## src/rtl/fetch_pkg.sv

```systemverilog
// Shared types and opcode helpers for the instruction-fetch stage and decode.
package fetch_pkg;

    localparam int unsigned OPC_W = 5;

    typedef enum logic [1:0] {
        S_RVEC = 2'd0,
        S_OP   = 2'd1,
        S_IMM  = 2'd2,
        S_IVEC = 2'd3
    } fetch_state_t;

    localparam logic [OPC_W-1:0] OP_NOP  = 5'b00000;
    localparam logic [OPC_W-1:0] OP_LDM  = 5'b11010;
    localparam logic [OPC_W-1:0] OP_IADD = 5'b11011;

    // Opcodes followed by a 16-bit immediate word.
    function automatic logic is_two_word(input logic [OPC_W-1:0] opcode);
        return (opcode == OP_LDM) || (opcode == OP_IADD);
    endfunction

endpackage

```

## src/rtl/fetch_if.sv

```systemverilog
// Instruction-memory port, pipeline control inputs and IF/ID record of the fetch stage.
interface fetch_if #(
    parameter int unsigned ADDR_W = 32,
    parameter int unsigned INST_W = 16
);
    logic [ADDR_W-1:0] im_address;
    logic              im_read;
    logic              im_cs;
    logic [INST_W-1:0] im_readData;

    logic              stall;
    logic              redirect;
    logic [ADDR_W-1:0] redirect_pc;
    logic              int_req;
    logic              int_ack;

    logic              if_valid;
    logic [INST_W-1:0] if_inst;
    logic [INST_W-1:0] if_imm;
    logic [ADDR_W-1:0] if_pc;
    logic [ADDR_W-1:0] if_pc_next;
    logic              if_int;

    modport master (
        output im_address, im_read, im_cs,
        input  im_readData,
        input  stall, redirect, redirect_pc, int_req,
        output int_ack,
        output if_valid, if_inst, if_imm, if_pc, if_pc_next, if_int
    );

    modport slave (
        input  im_address, im_read, im_cs,
        output im_readData,
        output stall, redirect, redirect_pc, int_req,
        input  int_ack,
        input  if_valid, if_inst, if_imm, if_pc, if_pc_next, if_int
    );
endinterface

```

## src/rtl/pc_reg.sv

```systemverilog
// Program counter: load has priority over increment, otherwise hold.
module pc_reg #(
    parameter int unsigned ADDR_W = 32
) (
    input  logic              clk,
    input  logic              rst_n,
    input  logic              load,
    input  logic [ADDR_W-1:0] load_val,
    input  logic              inc,
    output logic [ADDR_W-1:0] pc
);

    // PC update; increment wraps modulo 2^ADDR_W.
    always_ff @(posedge clk or negedge rst_n) begin
        if (!rst_n) begin
            pc <= '0;
        end else if (load) begin
            pc <= load_val;
        end else if (inc) begin
            pc <= pc + ADDR_W'(1);
        end
    end

endmodule

```

## src/rtl/fetch_unit.sv

```systemverilog
// Instruction fetch: PC sequencing, reset/interrupt vectors, redirect, stall,
// and assembly of one- and two-word instructions into the IF/ID record.
module fetch_unit
    import fetch_pkg::*;
#(
    parameter int unsigned ADDR_W  = 32,
    parameter int unsigned INST_W  = 16,
    parameter logic [31:0] RST_VEC = 32'd0,
    parameter logic [31:0] INT_VEC = 32'd1
) (
    input logic     clk,
    input logic     rst_n,
    fetch_if.master bus
);

    fetch_state_t      state_q, state_d;

    logic [ADDR_W-1:0] pc;
    logic [ADDR_W-1:0] pc_plus1;
    logic              pc_load;
    logic [ADDR_W-1:0] pc_load_val;
    logic              pc_inc;

    logic [INST_W-1:0] word;
    logic [INST_W-1:0] held_inst_q, held_inst_d;
    logic [ADDR_W-1:0] held_pc_q, held_pc_d;

    logic              valid_q, valid_d;
    logic              int_q, int_d;
    logic [INST_W-1:0] inst_q, inst_d;
    logic [INST_W-1:0] imm_q, imm_d;
    logic [ADDR_W-1:0] rpc_q, rpc_d;
    logic [ADDR_W-1:0] rpcn_q, rpcn_d;
    logic              ack_q, ack_d;

    assign word     = bus.im_readData;
    assign pc_plus1 = pc + ADDR_W'(1);

    pc_reg #(.ADDR_W(ADDR_W)) u_pc_reg (
        .clk      (clk),
        .rst_n    (rst_n),
        .load     (pc_load),
        .load_val (pc_load_val),
        .inc      (pc_inc),
        .pc       (pc)
    );

    // Memory address: vector words in the vector states, PC otherwise.
    always_comb begin
        bus.im_address = pc;
        case (state_q)
            S_RVEC:  bus.im_address = ADDR_W'(RST_VEC);
            S_IVEC:  bus.im_address = ADDR_W'(INT_VEC);
            default: bus.im_address = pc;
        endcase
    end

    assign bus.im_read = rst_n;
    assign bus.im_cs   = rst_n;

    // State register.
    always_ff @(posedge clk or negedge rst_n) begin
        if (!rst_n) begin
            state_q <= S_RVEC;
        end else begin
            state_q <= state_d;
        end
    end

    // Next state, PC control, held opcode and next IF/ID record.
    always_comb begin
        state_d     = state_q;
        pc_load     = 1'b0;
        pc_load_val = '0;
        pc_inc      = 1'b0;
        held_inst_d = held_inst_q;
        held_pc_d   = held_pc_q;
        valid_d     = valid_q;
        int_d       = int_q;
        inst_d      = inst_q;
        imm_d       = imm_q;
        rpc_d       = rpc_q;
        rpcn_d      = rpcn_q;
        ack_d       = 1'b0;

        if (bus.redirect && (state_q != S_RVEC)) begin
            // Redirect overrides stall and squashes any half-fetched instruction.
            state_d     = S_OP;
            pc_load     = 1'b1;
            pc_load_val = bus.redirect_pc;
            held_inst_d = '0;
            held_pc_d   = '0;
            valid_d     = 1'b0;
            int_d       = 1'b0;
        end else if (!bus.stall) begin
            case (state_q)
                S_RVEC, S_IVEC: begin
                    pc_load     = 1'b1;
                    pc_load_val = ADDR_W'(word);
                    state_d     = S_OP;
                    valid_d     = 1'b0;
                    int_d       = 1'b0;
                end
                S_OP: begin
                    if (bus.int_req) begin
                        // Instruction boundary: emit a bubble carrying the return PC.
                        ack_d   = 1'b1;
                        valid_d = 1'b1;
                        int_d   = 1'b1;
                        inst_d  = '0;
                        imm_d   = '0;
                        rpc_d   = pc;
                        rpcn_d  = pc;
                        state_d = S_IVEC;
                    end else if (is_two_word(word[15:11])) begin
                        held_inst_d = word;
                        held_pc_d   = pc;
                        pc_inc      = 1'b1;
                        valid_d     = 1'b0;
                        int_d       = 1'b0;
                        state_d     = S_IMM;
                    end else begin
                        valid_d = 1'b1;
                        int_d   = 1'b0;
                        inst_d  = word;
                        imm_d   = '0;
                        rpc_d   = pc;
                        rpcn_d  = pc_plus1;
                        pc_inc  = 1'b1;
                    end
                end
                S_IMM: begin
                    valid_d = 1'b1;
                    int_d   = 1'b0;
                    inst_d  = held_inst_q;
                    imm_d   = word;
                    rpc_d   = held_pc_q;
                    rpcn_d  = pc_plus1;
                    pc_inc  = 1'b1;
                    state_d = S_OP;
                end
                default: state_d = S_RVEC;
            endcase
        end
    end

    // Held opcode and IF/ID record registers.
    always_ff @(posedge clk or negedge rst_n) begin
        if (!rst_n) begin
            held_inst_q <= '0;
            held_pc_q   <= '0;
            valid_q     <= 1'b0;
            int_q       <= 1'b0;
            inst_q      <= '0;
            imm_q       <= '0;
            rpc_q       <= '0;
            rpcn_q      <= '0;
            ack_q       <= 1'b0;
        end else begin
            held_inst_q <= held_inst_d;
            held_pc_q   <= held_pc_d;
            valid_q     <= valid_d;
            int_q       <= int_d;
            inst_q      <= inst_d;
            imm_q       <= imm_d;
            rpc_q       <= rpc_d;
            rpcn_q      <= rpcn_d;
            ack_q       <= ack_d;
        end
    end

    assign bus.if_valid   = valid_q;
    assign bus.if_int     = int_q;
    assign bus.if_inst    = inst_q;
    assign bus.if_imm     = imm_q;
    assign bus.if_pc      = rpc_q;
    assign bus.if_pc_next = rpcn_q;
    assign bus.int_ack    = ack_q;

endmodule

```

## src/flat_wrapper.sv

```systemverilog
// flat-port wrapper written by rule: the top's interface ports become plain ports
module fetch_unit_flat import fetch_pkg::*;
#(
    parameter int unsigned ADDR_W  = 32,
    parameter int unsigned INST_W  = 16,
    parameter logic [31:0] RST_VEC = 32'd0,
    parameter logic [31:0] INT_VEC = 32'd1
)
  (clk, rst_n, bus_im_address, bus_im_read, bus_im_cs, bus_im_readData, bus_stall, bus_redirect, bus_redirect_pc, bus_int_req, bus_int_ack, bus_if_valid, bus_if_inst, bus_if_imm, bus_if_pc, bus_if_pc_next, bus_if_int);
  fetch_if #(.ADDR_W(ADDR_W), .INST_W(INST_W)) bus_i ();
  input logic clk;
  input logic rst_n;
  output wire logic [$bits(bus_i.im_address)-1:0] bus_im_address;
  output wire logic [$bits(bus_i.im_read)-1:0] bus_im_read;
  output wire logic [$bits(bus_i.im_cs)-1:0] bus_im_cs;
  input wire logic [$bits(bus_i.im_readData)-1:0] bus_im_readData;
  input wire logic [$bits(bus_i.stall)-1:0] bus_stall;
  input wire logic [$bits(bus_i.redirect)-1:0] bus_redirect;
  input wire logic [$bits(bus_i.redirect_pc)-1:0] bus_redirect_pc;
  input wire logic [$bits(bus_i.int_req)-1:0] bus_int_req;
  output wire logic [$bits(bus_i.int_ack)-1:0] bus_int_ack;
  output wire logic [$bits(bus_i.if_valid)-1:0] bus_if_valid;
  output wire logic [$bits(bus_i.if_inst)-1:0] bus_if_inst;
  output wire logic [$bits(bus_i.if_imm)-1:0] bus_if_imm;
  output wire logic [$bits(bus_i.if_pc)-1:0] bus_if_pc;
  output wire logic [$bits(bus_i.if_pc_next)-1:0] bus_if_pc_next;
  output wire logic [$bits(bus_i.if_int)-1:0] bus_if_int;
  assign bus_im_address = bus_i.im_address;
  assign bus_im_read = bus_i.im_read;
  assign bus_im_cs = bus_i.im_cs;
  assign bus_i.im_readData = bus_im_readData;
  assign bus_i.stall = bus_stall;
  assign bus_i.redirect = bus_redirect;
  assign bus_i.redirect_pc = bus_redirect_pc;
  assign bus_i.int_req = bus_int_req;
  assign bus_int_ack = bus_i.int_ack;
  assign bus_if_valid = bus_i.if_valid;
  assign bus_if_inst = bus_i.if_inst;
  assign bus_if_imm = bus_i.if_imm;
  assign bus_if_pc = bus_i.if_pc;
  assign bus_if_pc_next = bus_i.if_pc_next;
  assign bus_if_int = bus_i.if_int;
  fetch_unit #(.ADDR_W(ADDR_W), .INST_W(INST_W), .RST_VEC(RST_VEC), .INT_VEC(INT_VEC)) u_core (.clk(clk), .rst_n(rst_n), .bus(bus_i));
endmodule
```

## config.mk

```make
export PLATFORM = sky130hd
export DESIGN_NAME = fetch_unit_flat
export DESIGN_NICKNAME = d
export VERILOG_FILES = /design/src/rtl/fetch_pkg.sv /design/src/rtl/fetch_if.sv /design/src/rtl/pc_reg.sv /design/src/rtl/fetch_unit.sv /design/src/flat_wrapper.sv
export SDC_FILE = /design/constraint.sdc
export NUM_CORES = 1
export LEC_CHECK = 0
export ABC_AREA = 1
export CORE_ASPECT_RATIO = 0.5
export CORE_MARGIN = 2
export CORE_UTILIZATION = 40
export DETAILED_ROUTE_END_ITERATION = 16
export PLACE_DENSITY = 0.76
export SKIP_CTS_REPAIR_TIMING = 1
export SLEW_MARGIN = 10
export SYNTH_ARGS = -nofsm -noshare
export SYNTH_HDL_FRONTEND = slang
export SYNTH_SLANG_ARGS = --single-unit
```

## constraint.sdc

```tcl
create_clock -name clk -period 2.1 [get_ports clk]
set_clock_uncertainty 0.2 [all_clocks]
set_input_delay 0.21 -clock clk [delete_from_list [all_inputs] [get_ports clk]]
set_output_delay 0.21 -clock clk [all_outputs]
set_load 0.02 [all_outputs]
```

==> results.txt, run 1 <==
leading area contributor after synthesis: dfrtp_1
clk buf depth: 2
Max rail drop VDD: 542 µV
top_reg_cell synth: dfrtp_1
initial antenna violation count: 0
Seq cells post-synth: 181
Buf/Inv on CP: 6
DRT iter0 DRCs: 1206
I/O pin total: 186
GR Util All Layers: 26.5%
share of layout cells above drive strength 1: 16.1%
Clk pwr share: 24.1%
first-pass GRT wire length: 50400 µm
slowest library cell on the worst path: dfrtp_1
Simple-Gate Fraction of Synth Area: 26.0%
Gate power share: 38.9%
number of global-route vias before repair: 9069
WP data required: 2260 ps
path type of the worst setup path: reg -> reg
Die Wd: 220 µm
fmax: 0.476 GHz
CORE AREA: 0.0229 mm²
CTS tree: done
Leakage: 6.13 nW
final hold slack: 183 ps
CP arrival: 2260 ps
Slew Limit Fails: 0
post-route ant nets: 0
most instantiated cells after synthesis: nand2_1 (409), dfrtp_1 (181), nor2_1 (140)
grt total ovfl: 0
Vias: 9544
Mapped Nets: 1291
Worst slew margin: 72.5%
RSZ-0062 raised after global routing: yes
CP top delay family: buffers and inverters
mux contribution to synthesized area: 0%
Pint: 8.51 mW
area grow syn2layout: 39.0%
synthesized area: 0.00935 mm²
sequential area share after synthesis: 48.4%
fin nets: 1523
YS warnings: 0
Compound-Gate Fraction of Synth Area: 15.7%
main combinational cell family by area after synthesis: simple AND/OR/NAND/NOR gates
Num CTS Buffers: 17
Die Ht: 112 µm
Routability Congestion: 0.933
Pre-antenna DRT Iters: 5
time the worst path needs with I/O delays and setup: 2100 ps
final worst-path cycle share: 100%
htree depth: 4
post-synthesis cell count: 1233
crit end category: register
clock latency on the worst-skew pair: 440 ps
final setup vio count: 0
Flop pwr share: 36.9%
TNS Setup: 0 ps
Avg Synthesized Cell Area: 7.58 µm²
Diodes inserted: 0
count leader, synth: nand2_1
switching part of the total: 38.1%
Max-Cap Viols: 0
pin count of the biggest net entering global routing: 65
number of synthesized flops with an enable pin: 0
status: complete, no violations
Routed WL: 33200 µm
Yosys top cell area share: 48.4%
sw power: 5.23 mW
ys async rst share: 100%
Crit Path Max Fanout: 5
starting density of the core: 40.9%
# fillers: 2069
adder-cell share of the synthesized area: 0.669%
XOR/XNOR Fraction of Synth Area: 1.22%
Root Driver: clkbuf_16
CP Launch Type: register
Die ar.: 0.0247 mm²
Sink Count: 181
residual DRC count: 0
vias per inst: 5.35
max incr delay on CP: 370 ps
Final Hold Viols: 0
top cells by area, synth: dfrtp_1 (48%), nand2_1 (16%), nor2_1 (5.6%)
Clock transition at path regs: 70 ps
critical-path cell list: inv_2 > ha_4 > buf_6 > nor2_4 > buf_6 > nor2_4 > nand2_4 > inv_8 > buf_12 > buf_12 > nor2_2 > a22oi_2
Netlist cell types: 34
wire per inst: 18.6 µm
Detailed Place HPWL: 23800 µm
Buffers on Ports: 185
Worst Max-Slew Pin Slew: 411 ps
PD cells: 1060 mW/mm²
HP Class: in -> async
FP Rows: 39
worst register-to-register path: cells and delay by family (launching register included):
kind / cells / cell delay (ps)
flops: 1 / 370
fa+ha+maj: 1 / 300
buf+inv: 6 / 650
compound gates: 1 / 140
simple gates: 4 / 370
path summary, 6_finish.rpt:
kind | from | endpoint | slack [ps] | cells after the start
setup / recovery | u_core.state_q[1] | u_core.u_pc_reg.pc[9] | 0.1 | 12
max in group asynchronous | rst_n | u_core.bus.if_pc_next[2] | 790 | 4
hold / removal | rst_n | u_core.bus.if_pc_next[21] | 180 | 3
min in group clk | bus_im_readData[11] | u_core.bus.if_imm[11] | 220 | 3
setup reg to reg | u_core.state_q[1] | u_core.u_pc_reg.pc[9] | 0.1 | 12
hold reg to reg | u_core.bus.if_pc_next[17] | u_core.bus.if_pc_next[17] | 280 | 2
through the flow:
stage | cell area (µm²) | power, mW | setup WS, ps | std cells | util (%)
2_1_floorplan | 9350 | 7.69 | 63.9 | 1233 | -
3_3_place_gp | 12100 | 10.3 | -396 | 1742 | 52.9
3_5_place_dp | 12100 | 10.4 | -438 | 1742 | 52.9
4_1_cts | 12700 | 13.7 | -615 | 1773 | 55.4
5_1_grt | 13000 | 14.5 | -84.3 | 1784 | 56.8
6_report | 13000 | 13.7 | 0.120 | 1784 | 56.8
cell families (layout without fill, tap and decap cells):
family	count (synthesis)	count (layout)
AO/OA/AOI/OAI	244	244
XOR/XNOR	13	13
adder cells (fa/ha/maj)	5	5
buffers and inverters	179	423
flip-flops	181	181
AND/OR/NAND/NOR	611	611
layer usage:
metal	share of wire (%)	wire length (µm)	GRT usage (%)
met3	7.4	2460	5.47
met1	44	14500	36.2
met5	0	0	0
met4	2.6	857	7.79
met2	46	15400	42.6
power by group through the flow:
| stage | clock network (mW) | logic (mW) | registers, mW |
|---|---|---|---|
| after global routing | 3.51 | 5.78 | 5.17 |
| after global placement | 0 | 5.17 | 5.10 |
| after CTS | 3.35 | 5.29 | 5.07 |
| final | 3.31 | 5.35 | 5.07 |
| after floorplan | 0 | 2.12 | 5.57 |
| after detailed placement | 0 | 5.26 | 5.11 |
placed cells by master, fill, tap and decap left out, drive strengths merged, types with 2 or more instances in the layout:
| cell | count |
|---|---|
| clkinv | 5 |
| xor2 | 12 |
| dfrtp | 181 |
| inv | 102 |
| clkbuf | 55 |
| buf | 100 |
| a31oi | 40 |
| o31ai | 49 |
| o21ai | 75 |
| nor3 | 2 |
| ha | 5 |
| a22oi | 4 |
| clkinvlp | 5 |
| clkdlybuf4s50 | 152 |
| nor2 | 149 |
| nand3 | 45 |
| bufinv | 3 |
| o211ai | 6 |
| a21oi | 66 |
| nand2 | 413 |
area by class of cell:
cell class / count / area, µm² / area share [%]
sequential: 181 / 4530 / 34.9
multi-input combinational: 873 / 4260 / 32.8
timing repair buffer: 290 / 2840 / 21.8
clock buffer: 18 / 429 / 3.30
inverter: 102 / 397 / 3.05
tap: 307 / 384 / 2.96
clock inverter: 13 / 158 / 1.21
(Power assumes the default switching activity.)
==> run 2: changes to the inputs <==
Settings changed: CTS_CLUSTER_DIAMETER from default to 40, PLACE_DENSITY 0.76 to 0.75, SKIP_LAST_GASP from default to 1, SYNTH_HIERARCHICAL from default to 1.
==> results.txt, run 2 <==
commonest non-fill, non-tap cell in the layout: nand2_1
Die Ht: 118 µm
number of global-route vias before repair: 9361
Sink Count: 181
sequential area share after synthesis: 43.2%
critical-path cell list: inv_2 > ha_4 > buf_6 > nor2_1 > a21oi_1 > buf_4
top cells by area, synth: dfrtp_1 (43%), nand2_1 (19%), o21ai_0 (6.0%)
TNS Setup: -96.7 ps
starting density of the core: 41.2%
WP data required: 1690 ps
Final Hold Viols: 0
number of synthesized flops with an enable pin: 0
Max-Cap Viols: 0
Seq cells post-synth: 181
count leader, synth: nand2_1
share of layout cells above drive strength 1: 17.6%
Vias: 10100
slowest library cell on the worst path: dfrtp_1
clk buf depth: 2
Yosys top cell area share: 43.2%
clock latency on the worst-skew pair: 450 ps
final setup vio count: 6
HP Class: in -> reg
Register-to-Register Path Depth: 9
Worst slew margin: 46.2%
Detailed Place HPWL: 23200 µm
worst r2r src: u_core/state_q[0]
status: finished with violations
crit end category: output port
commonest cells after routing, fill and taps aside: nand2_1 (516), dfrtp_1 (165), inv_1 (157)
fin nets: 1725
Netlist cell types: 38
I/O pin total: 186
time the worst path needs with I/O delays and setup: 2130 ps
Max rail drop VDD: 832 µV
PD cells: 1370 mW/mm²
YS warnings: 6
CORE AREA: 0.0254 mm²
ys async rst share: 100%
Pre-antenna DRT Iters: 7
# fillers: 2378
Slew Limit Fails: 0
Die Wd: 233 µm
hold path depth: 3
Placed Area: 0.0132 mm²
total power: 19.0 mW
max incr delay on CP: 370 ps
r2r setup slk: 60 ps
CP Launch Type: register
Hold Path Sink: u_core/bus.if_imm[13]
grt total ovfl: 0
Routability Congestion: 0.919
Avg Synthesized Cell Area: 7.28 µm²
RSZ-0062 raised after global routing: yes
Buffers on Ports: 185
first-pass GRT wire length: 50100 µm
area grow syn2layout: 32.6%
Root Driver: clkbuf_16
top_reg_cell synth: dfrtp_1
wire per inst: 15.8 µm
Mapped Nets: 1497
synthesized area: 0.0105 mm²
Routed WL: 31900 µm
final worst-path cycle share: 101%
vias per inst: 4.98
failing checks: setup timing
Leakage: 6.64 nW
leading area contributor after synthesis: dfrtp_1
Reg-to-Reg End: u_core/u_pc_reg/pc[6]
most instantiated cells after synthesis: nand2_1 (520), dfrtp_1 (181), inv_1 (163)
Clock transition at path regs: 70 ps
post-synthesis cell count: 1438
final hold slack: 154 ps
CTS tree: done
Worst Max-Slew Pin Slew: 807 ps
fmax: 0.469 GHz
hold_sp: bus_im_readData[13]
Die ar.: 0.0276 mm²
FP Rows: 41
CP arrival: 1720 ps
Num CTS Buffers: 17
cell area after layout: 0.0139 mm²
GR Util All Layers: 23.3%
pin count of the biggest net entering global routing: 133
residual DRC count: 0
Crit Path Max Fanout: 6
htree depth: 4
Final Worst Setup Slack: -30.0 ps
path type of the worst setup path: reg -> out
initial antenna violation count: 1
post-route ant nets: 0
DRT iter0 DRCs: 910
-- run 2: area by class of cell --
type,instances,area (µm²),area share [%]
Clock buffer,17,425,3.06
Tap cell,344,430,3.10
Inverter,169,639,4.60
Multi-Input combinational cell,1018,5000,36.0
Sequential cell,181,4550,32.7
Clock inverter,15,165,1.19
Antenna cell,1,2.50,0.0180
Timing Repair Buffer,279,2680,19.3
-- run 2: critical path, delay by kind of cell, from the launching register on --
family | cells | cell delay, ps
and+or+nand+nor | 1 | 40
DFF | 1 | 370
buffers and inverters | 3 | 360
AOI/OAI and AO/OA | 1 | 150
adders and majority gates | 1 | 360
-- run 2: through the flow --
stage | instances | utilization (%) | worst slack, ps
after CTS | 2015 | 54.2 | -503
final | 2024 | 54.6 | -30.0
after floorplan | 1438 | - | 0.581
after detailed placement | 1983 | 51.9 | -59.4
after global placement | 1983 | 51.9 | 3.76
after global routing | 2024 | 54.6 | -112
-- run 2: cell families (layout without fill, tap and decap cells) --
| kind of cell | after synthesis | count (layout) | synth area share, % |
|---|---|---|---|
| simple gates | 782 | 782 | 32.2 |
| buf+inv | 239 | 480 | 9.87 |
| compound gates | 211 | 211 | 12.4 |
| flops | 181 | 181 | 43.2 |
| xor+xnor | 18 | 18 | 1.51 |
| fa+ha+maj | 6 | 6 | 0.717 |
| mux | 1 | 1 | 0.0956 |
| other cells | 0 | 1 | 0 |
-- run 2: layer usage --
layer / track usage [%] / vias to the layer above / part of all wire (%)
li1: - / 4983 / -
met1: 32.0 / 4684 / 44
met2: 36.0 / 354 / 45
met3: 4.71 / 58 / 7.1
met4: 9.32 / 0 / 3.1
met5: 0 / - / 0
-- run 2: how the worst max path moves through the flow --
stage | start | end | slack, ps
floorplan | u_core/state_q[1] | u_core/u_pc_reg/pc[6] | 0.6
global placement | u_core/state_q[1] | u_core/u_pc_reg/pc[16] | 4
detailed placement | bus_redirect | u_core/held_inst_q[12] | -60
CTS | u_core/state_q[1] | bus_im_address[0] | -500
global route | u_core/state_q[1] | bus_im_address[0] | -110
finish | u_core/state_q[0] | bus_im_address[0] | -30
-- run 2: report_power, final --
group	switching (mW)	internal, mW
clock	1.56	1.69
combinational	5.29	3.97
sequential	1.61	4.87
total	8.46	10.5
